<file path="src/rtl/bit1_serial_master.sv">
// Avalon-MM initiator that bit-bangs one byte, LSB first, through a 1-bit PIO slave,
// reads every bit back from the pin and reports the echoed byte plus a mismatch flag.
module bit1_serial_master #(
  parameter int          BIT_CYCLES = 4,
  parameter logic [2:0]  DATA_ADDR  = 3'd0,
  parameter logic [2:0]  DIR_ADDR   = 3'd1
) (
  input  logic        clk,
  input  logic        reset,
  input  logic        start,
  input  logic [7:0]  tx_byte,
  output logic        busy,
  output logic        done,
  output logic [7:0]  rx_byte,
  output logic        mismatch,
  output logic [2:0]  address,
  output logic        chipselect,
  output logic        write_n,
  output logic [31:0] writedata,
  input  logic [31:0] readdata
);

  typedef enum logic [2:0] {
    IDLE, DIR_ON, BIT_WR, BIT_WAIT, RD_ADDR, RD_CAP, DIR_OFF, DONE
  } state_t;

  state_t      state, state_next;
  logic [2:0]  bit_idx, bit_idx_next;
  logic [15:0] wait_cnt, wait_cnt_next;
  logic [7:0]  tx_reg, tx_reg_next;
  logic [7:0]  rx_reg, rx_reg_next;
  logic        acc, acc_next;
  logic [7:0]  rx_byte_next;
  logic        mismatch_next;
  logic        busy_next, done_next, chipselect_next, write_n_next;
  logic [2:0]  address_next;
  logic [31:0] writedata_next;

  // Only bit 0 of the slave's read data carries the pin value.
  logic unused_readdata;
  assign unused_readdata = ^readdata[31:1];

  always_ff @(posedge clk) begin
    if (reset) begin
      state      <= IDLE;
      bit_idx    <= '0;
      wait_cnt   <= '0;
      tx_reg     <= '0;
      rx_reg     <= '0;
      acc        <= 1'b0;
      rx_byte    <= '0;
      mismatch   <= 1'b0;
      busy       <= 1'b0;
      done       <= 1'b0;
      chipselect <= 1'b0;
      write_n    <= 1'b1;
      address    <= '0;
      writedata  <= '0;
    end else begin
      state      <= state_next;
      bit_idx    <= bit_idx_next;
      wait_cnt   <= wait_cnt_next;
      tx_reg     <= tx_reg_next;
      rx_reg     <= rx_reg_next;
      acc        <= acc_next;
      rx_byte    <= rx_byte_next;
      mismatch   <= mismatch_next;
      busy       <= busy_next;
      done       <= done_next;
      chipselect <= chipselect_next;
      write_n    <= write_n_next;
      address    <= address_next;
      writedata  <= writedata_next;
    end
  end

  always_comb begin
    state_next    = state;
    bit_idx_next  = bit_idx;
    wait_cnt_next = wait_cnt;
    tx_reg_next   = tx_reg;
    rx_reg_next   = rx_reg;
    acc_next      = acc;
    rx_byte_next  = rx_byte;
    mismatch_next = mismatch;

    case (state)
      IDLE: begin
        if (start) begin
          tx_reg_next  = tx_byte;
          rx_reg_next  = '0;
          bit_idx_next = '0;
          acc_next     = 1'b0;
          state_next   = DIR_ON;
        end
      end
      DIR_ON: state_next = BIT_WR;
      BIT_WR: begin
        wait_cnt_next = 16'(BIT_CYCLES);
        state_next    = BIT_WAIT;
      end
      BIT_WAIT: begin
        wait_cnt_next = wait_cnt - 16'd1;
        if (wait_cnt <= 16'd1) state_next = RD_ADDR;
      end
      RD_ADDR: state_next = RD_CAP;
      RD_CAP: begin
        rx_reg_next[bit_idx] = readdata[0];
        acc_next = acc | (readdata[0] ^ tx_reg[bit_idx]);
        if (bit_idx == 3'd7) begin
          state_next = DIR_OFF;
        end else begin
          bit_idx_next = bit_idx + 3'd1;
          state_next   = BIT_WR;
        end
      end
      DIR_OFF: begin
        rx_byte_next  = rx_reg;
        mismatch_next = acc;
        state_next    = DONE;
      end
      DONE: state_next = IDLE;
      default: state_next = IDLE;
    endcase

    // Bus outputs are registered, so they are decoded from the state being entered.
    chipselect_next = 1'b0;
    write_n_next    = 1'b1;
    address_next    = '0;
    writedata_next  = '0;
    busy_next       = (state_next != IDLE);
    done_next       = (state_next == DONE);

    case (state_next)
      DIR_ON: begin
        chipselect_next = 1'b1;
        write_n_next    = 1'b0;
        address_next    = DIR_ADDR;
        writedata_next  = 32'd1;
      end
      BIT_WR: begin
        chipselect_next   = 1'b1;
        write_n_next      = 1'b0;
        address_next      = DATA_ADDR;
        writedata_next[0] = tx_reg_next[bit_idx_next];
      end
      RD_ADDR: begin
        chipselect_next = 1'b1;
        address_next    = DATA_ADDR;
      end
      DIR_OFF: begin
        chipselect_next = 1'b1;
        write_n_next    = 1'b0;
        address_next    = DIR_ADDR;
      end
      default: ;
    endcase
  end

endmodule
</file>
<file path="config.mk">
export PLATFORM = sky130hd
export DESIGN_NAME = bit1_serial_master
export DESIGN_NICKNAME = d
export VERILOG_FILES = /design/src/rtl/bit1_serial_master.sv
export SDC_FILE = /design/constraint.sdc
export NUM_CORES = 1
export LEC_CHECK = 0
export CAP_MARGIN = 15
export CORE_UTILIZATION = 58
export DETAILED_ROUTE_END_ITERATION = 8
export DONT_BUFFER_PORTS = 1
export GPL_ROUTABILITY_DRIVEN = 0
export PLACE_DENSITY = 0.74
export RECOVER_POWER = 25
export SLEW_MARGIN = 20
export SYNTH_ARGS = -nofsm -noshare
export SYNTH_HDL_FRONTEND = slang
export SYNTH_SLANG_ARGS = --single-unit
</file>
<file path="constraint.sdc">
create_clock -name clk -period 2.17 [get_ports clk]
set_clock_uncertainty 0.15 [all_clocks]
set_input_delay 0.434 -clock clk [delete_from_list [all_inputs] [get_ports clk]]
set_output_delay 0.434 -clock clk [all_outputs]
set_load 0.05 [all_outputs]
</file>
* Word-level counts from Yosys, hierarchy flattened
Cells that the tools add are included.
** Word-level totals
- Logic and storage cells :: 71
- Bits in registers :: 87
- Input bits :: 43
** Cells by class
- Add/subtract/negate cells :: 2
- Order comparisons :: 4
- Muxes and demuxes :: 25
- Equality and inequality tests :: 14
- Reductions and logical operators :: 9
- Bitwise gates (word level) :: 2
** Operator list (number)
- 16-bit case mux with 2 select lines :: 1
- 3-bit == test (second input constant) :: 8
- 8-bit 2-to-1 mux :: 3
- 3-bit case mux with 8 select lines :: 1
- 16-bit by 1-bit <= comparator with 1-bit output (second input constant) :: 1
- 8-bit case mux with 2 select lines :: 1
- 16-bit by 1-bit subtractor with 16-bit output (second input constant) :: 1
- 3-bit 2-to-1 mux :: 5
- 3-bit by 2-bit == test with 1-bit output (second input constant) :: 3
- 8-bit bitwise mux :: 1
- 3-bit by 4-bit < comparator with 1-bit output (second input constant) :: 2
- 1-bit 2-to-1 mux :: 7
- 1-bit binary-select mux with 3-bit select :: 2
- 3-bit by 1-bit == test with 1-bit output (second input constant) :: 2
- 3-bit case mux with 2 select lines :: 1
- 1-bit case mux with 2 select lines :: 2
- 2-bit nonzero test :: 2
- 4-bit OR reduction :: 1
- 3-bit by 1-bit adder with 3-bit output (second input constant) :: 1
- 1-bit demux with 3-bit select :: 1
- 3-bit by 1-bit >= comparator with 1-bit output (second input constant) :: 1
- 3-bit zero test :: 1
- 3-bit nonzero test :: 1
- 3-bit OR reduction :: 1
- other kinds (6) :: 6

* Logic depth before layout (Yosys ltp)
Gate-level depths: netlist of run 1.
- Depth after elaboration :: 6
- Depth in mapped cells :: 8
- Gate-level depth less buffers :: 7

* Worst setup path after synthesis of run 1
OpenSTA, ideal clock, no wires.
- Path type :: register to register
- Start :: register state[2]
- End :: register writedata[0]
- Required time :: 1904 ps
- Data arrival time :: 1739 ps
- Setup time :: 116 ps
- Setup slack :: 165 ps
- Period minus slack after synthesis :: 2005 ps
- Stages on the path, launching flop included :: 9
- Cells stage by stage :: dfxtp_1 clkbuf_1 nor4b_1 buf_4 mux2_2 nand3b_1 o2111ai_1 o2bb2ai_1 and4_1
** Between the ends
- Word-level cells in the longest chain between the ends :: 5
- Elaborated cells between the ends (all ways) :: 18
- Classes of those cells :: eq/ne: 9; mux: 8; reduce/logical: 1
** RTL lines
- start, declared :: line 27 : state_t state, state_next;
- start signal, assigned :: line 60 : state <= state_next;
- 3-bit == test / 3-bit zero test (equally long branches) :: line 87 : case (state)
- 3-bit case mux with 2 select lines / 8-bit 2-to-1 mux (equally long branches) :: line 87
- 1-bit binary-select mux with 3-bit select :: line 145 : writedata_next[0] = tx_reg_next[bit_idx_next];
- 1-bit 2-to-1 mux (implied by the code) :: line 145
- 1-bit case mux with 2 select lines * :: line 134 : case (state_next)
- end signal, assigned :: line 73 : writedata <= writedata_next;
- end, declared :: line 19 : output logic [31:0] writedata,
Every way passes the cells marked *; elsewhere a longest branch is shown, timed or not. The select of a mux whose other input is x is not followed.
A chain may end at the register's enable or synchronous reset.

* Worst setup path in the final report of run 1
- Start :: register wait_cnt[3]
- End :: register state[0]
** Between the ends
- Word-level cells in the longest chain between the ends :: 3
** RTL lines
- start, declared :: line 29 : logic [15:0] wait_cnt, wait_cnt_next;
- start signal, assigned :: line 62 : wait_cnt <= wait_cnt_next;
- 16-bit by 1-bit <= comparator with 1-bit output :: line 104 : if (wait_cnt <= 16'd1) state_next = RD_ADDR;
- 3-bit 2-to-1 mux :: line 104
- 3-bit case mux with 8 select lines :: line 87
Every way passes these cells.

==> results of run 1 <==
==> worst paths after layout <==
| kind | slack, ps | endpoint | from |
|---|---|---|---|
| worst max-delay path | 120 | state[0] | wait_cnt[3] |
| worst min-delay path | 40 | bit_idx[1] | reset |
| worst max register to register | 120 | state[0] | wait_cnt[3] |
| worst min register to register | 310 | wait_cnt[1] | wait_cnt[1] |
==> timing repair <==
| action | CTS | global route |
|---|---|---|
| endpoints found under the setup margin | 0 | 1 |
| hold buffers | 0 | 0 |
| resized for setup | 0 | 1 |
==> worst max-delay path, delay by kind of cell, from the launching register on <==
kind,cells,cell delay (ps)
flip-flops,1,350
AO/OA/AOI/OAI,2,270
AND/OR/NAND/NOR,4,1190
==> per-layer routing <==
| metal | GRT usage | share of wire | up-vias |
|---|---|---|---|
| li1 | - | - | 1031 |
| met1 | 0.292 | 0.47 | 964 |
| met2 | 0.346 | 0.46 | 67 |
| met3 | 0.0556 | 0.049 | 12 |
| met4 | 0.0778 | 0.019 | 0 |
| met5 | 0 | 0 | - |
==> power by group through the flow <==
stage	sequential, mW	combinational, mW	clock [mW]
global placement	1.18	0.573	0
CTS	1.16	0.588	0.698
floorplan	1.17	0.550	0
global route	1.17	0.667	0.728
finish	1.16	0.606	0.679
detailed placement	1.18	0.584	0
==> through the flow <==
| stage | power (mW) | area (sq um) | setup slack [ps] | util |
|---|---|---|---|---|
| after global routing | 2.57 | 2810 | 36.1 | 0.632 |
| after detailed placement | 1.77 | 2700 | 103 | 0.606 |
| after global placement | 1.75 | 2700 | 127 | 0.606 |
| final | 2.45 | 2810 | 116 | 0.632 |
| after floorplan | 1.72 | 2850 | 165 | - |
| after CTS | 2.45 | 2810 | 71.2 | 0.632 |
==> logic make-up (layout without fill, tap and decap cells) <==
group           count (synthesis)  count (layout)  synth area share
simple gates                  115             115             0.221
mux                            19              19            0.0706
other cells                     1              33           0.00137
buf+inv                        57              28             0.128
flops                          54              54             0.396
fa+ha+maj                       3               3            0.0138
compound gates                 57              57             0.131
xor+xnor                       12              12            0.0385
==> Yosys cell counts, types with 2 or more instances <==
library cell,n
a21oi_1,13
nor2_1,50
o21a_1,2
o21bai_1,2
mux2_2,2
dfxtp_1,54
and2_1,3
a22oi_1,12
and3_1,2
nor4_1,3
nand2_1,10
inv_1,7
a31oi_1,2
mux2i_1,17
o22ai_1,4
clkbuf_1,13
nor3b_1,3
nor2b_1,7
nand4_1,4
o21ai_0,15
nand3_1,2
or3_2,2
ha_1,3
xnor2_1,8
xor2_1,4
nor3_1,8
buf_2,2
nand3b_1,6
nand2b_1,5
buf_4,35
or3_1,3
==> final cells by class <==
class | instances | area share
multi-input cells | 239 | 0.510
flip-flops and latches | 54 | 0.385
repair buffers | 13 | 0.0321
clock buffers | 5 | 0.0245
well taps | 52 | 0.0232
clock inverters | 3 | 0.0156
inverters | 7 | 0.00935
==> results_dict.tcl, run 1 <==
set metrics [dict create \
    synth_top_area_share 0.396 \
    grt_pass1_wl_mm 8.88 \
    cp.required_ps 2230 \
    violations "DRC" \
    fillers 380 \
    synthFlopType "dfxtp_1" \
    worstHoldPathCells 1 \
    final_layout_size_suffix_gt1_frac 0.0903 \
    holdWs_ps 43.3 \
    relSlewSlack 0.521 \
    p_int_mw 1.64 \
    cap_viol_max_count 0 \
    powerDensity_nw_per_um2 871 \
    grt_overflow 0 \
    cp_cell_sequence "or4_4 -> nand2b_4 -> nor4_4 -> o21a_1 -> o22ai_1 -> nor2b_1" \
    final_common_cell "dfxtp_1" \
    cts_tree "built" \
    clock_latency_ps 310 \
    core.rowCount 24 \
    multiInputGateArea_sq_um 1430 \
    slowest_stage "or4_4" \
    yosys_warnings 0 \
    end_kind "flop" \
    via_count 2074 \
    hold_class "in2reg" \
    finalHoldViolCount 0 \
    post-route-drc-count 8 \
    min_period_ps 2050 \
    reg2reg_depth 6 \
    cts_root_buffer "clkbuf_8" \
    drv_slew 0 \
    area.growth.synth_to_final_pct 2.98 \
    critPathMaxStageDelay_ps 550 \
    grt_max_degree 42 \
    via_per_inst 5.56 \
    cts_buffers 5 \
    core_area_sq_um 4440 \
    io_buffers 0 \
    clkSinkCount 54 \
    combPwrFrac 0.247 \
    p_seq_frac 0.475 \
    vdd_drop_max_mv 0.544 \
    syn-instance-count 318 \
    diodes 0 \
    final_cells 373 \
    antenna_found_initial 0 \
    synth-seq-cells 54 \
    floorplan.initialDensity 0.614 \
    die_h_microns 70.6 \
    synth_top_cell_by_area "dfxtp_1" \
    clk_pin_slew_ps 100 \
    leakagePower_nw 1.16 \
    async_reset_ff_frac 0 \
    yosysSeqAreaShare 0.396 \
    p_clk_frac 0.277 \
    wire_per_inst_microns 13.8 \
    grt_pass1_vias 1911 \
    grtUsageTotal 0.219 \
    dp_cells 365 \
    cp_max_fo 5 \
    final_nets 366 \
    setup_violations 0 \
    cts_setup_buffers 0 \
    die_w_microns 70.6 \
    fp.dieArea_sq_um 4980 \
    synth_edf_count 0 \
    fin_tns_setup_ps 0 \
    antenna_left 0 \
    rsz0062_at_grt "false" \
    drtIter0Drc 118 \
    regArea_sq_um 1080 \
    clk_path_buf_depth 2 \
    syn_area_sq_um 2730 \
    io_pins 91 \
    fmax_ghz 0.487 \
    top_register "wait_cnt" \
    critPathKind "reg2reg" \
    period_share 0.947 \
    largest_reg_flops 16 \
    tightest_slew_ps 719 \
    dr.pass1.iters 8 \
    switching_share 0.329 \
    cp.arrival_ps 2110 \
    start_kind "flop" \
    status "finished, violations left" \
    p_sw_mw 0.806 \
    drt-total-wl_mm 5.13 \
    ys_types 46 \
    htree_levels 2 \
    synthTopCellsByArea "dfxtp_1 (40%), buf_4 (9.6%), nor2_1 (6.9%), mux2i_1 (6.2%), a22oi_1 (3.3%)" \
    final_cell_mix "dfxtp_1 (54), nor2_1 (50), conb_1 (33)" \
    syn_avg_cell_area_sq_um 8.58 \
    detailed_place_hpwl_mm 3.56 \
]
(Power assumes the default switching activity.)
==> run 2: changes to the inputs <==
SKIP_LAST_GASP = 1   (was not set)
==> results of run 2 <==
Final layout, timing and power as in run 1 (identical DEF).
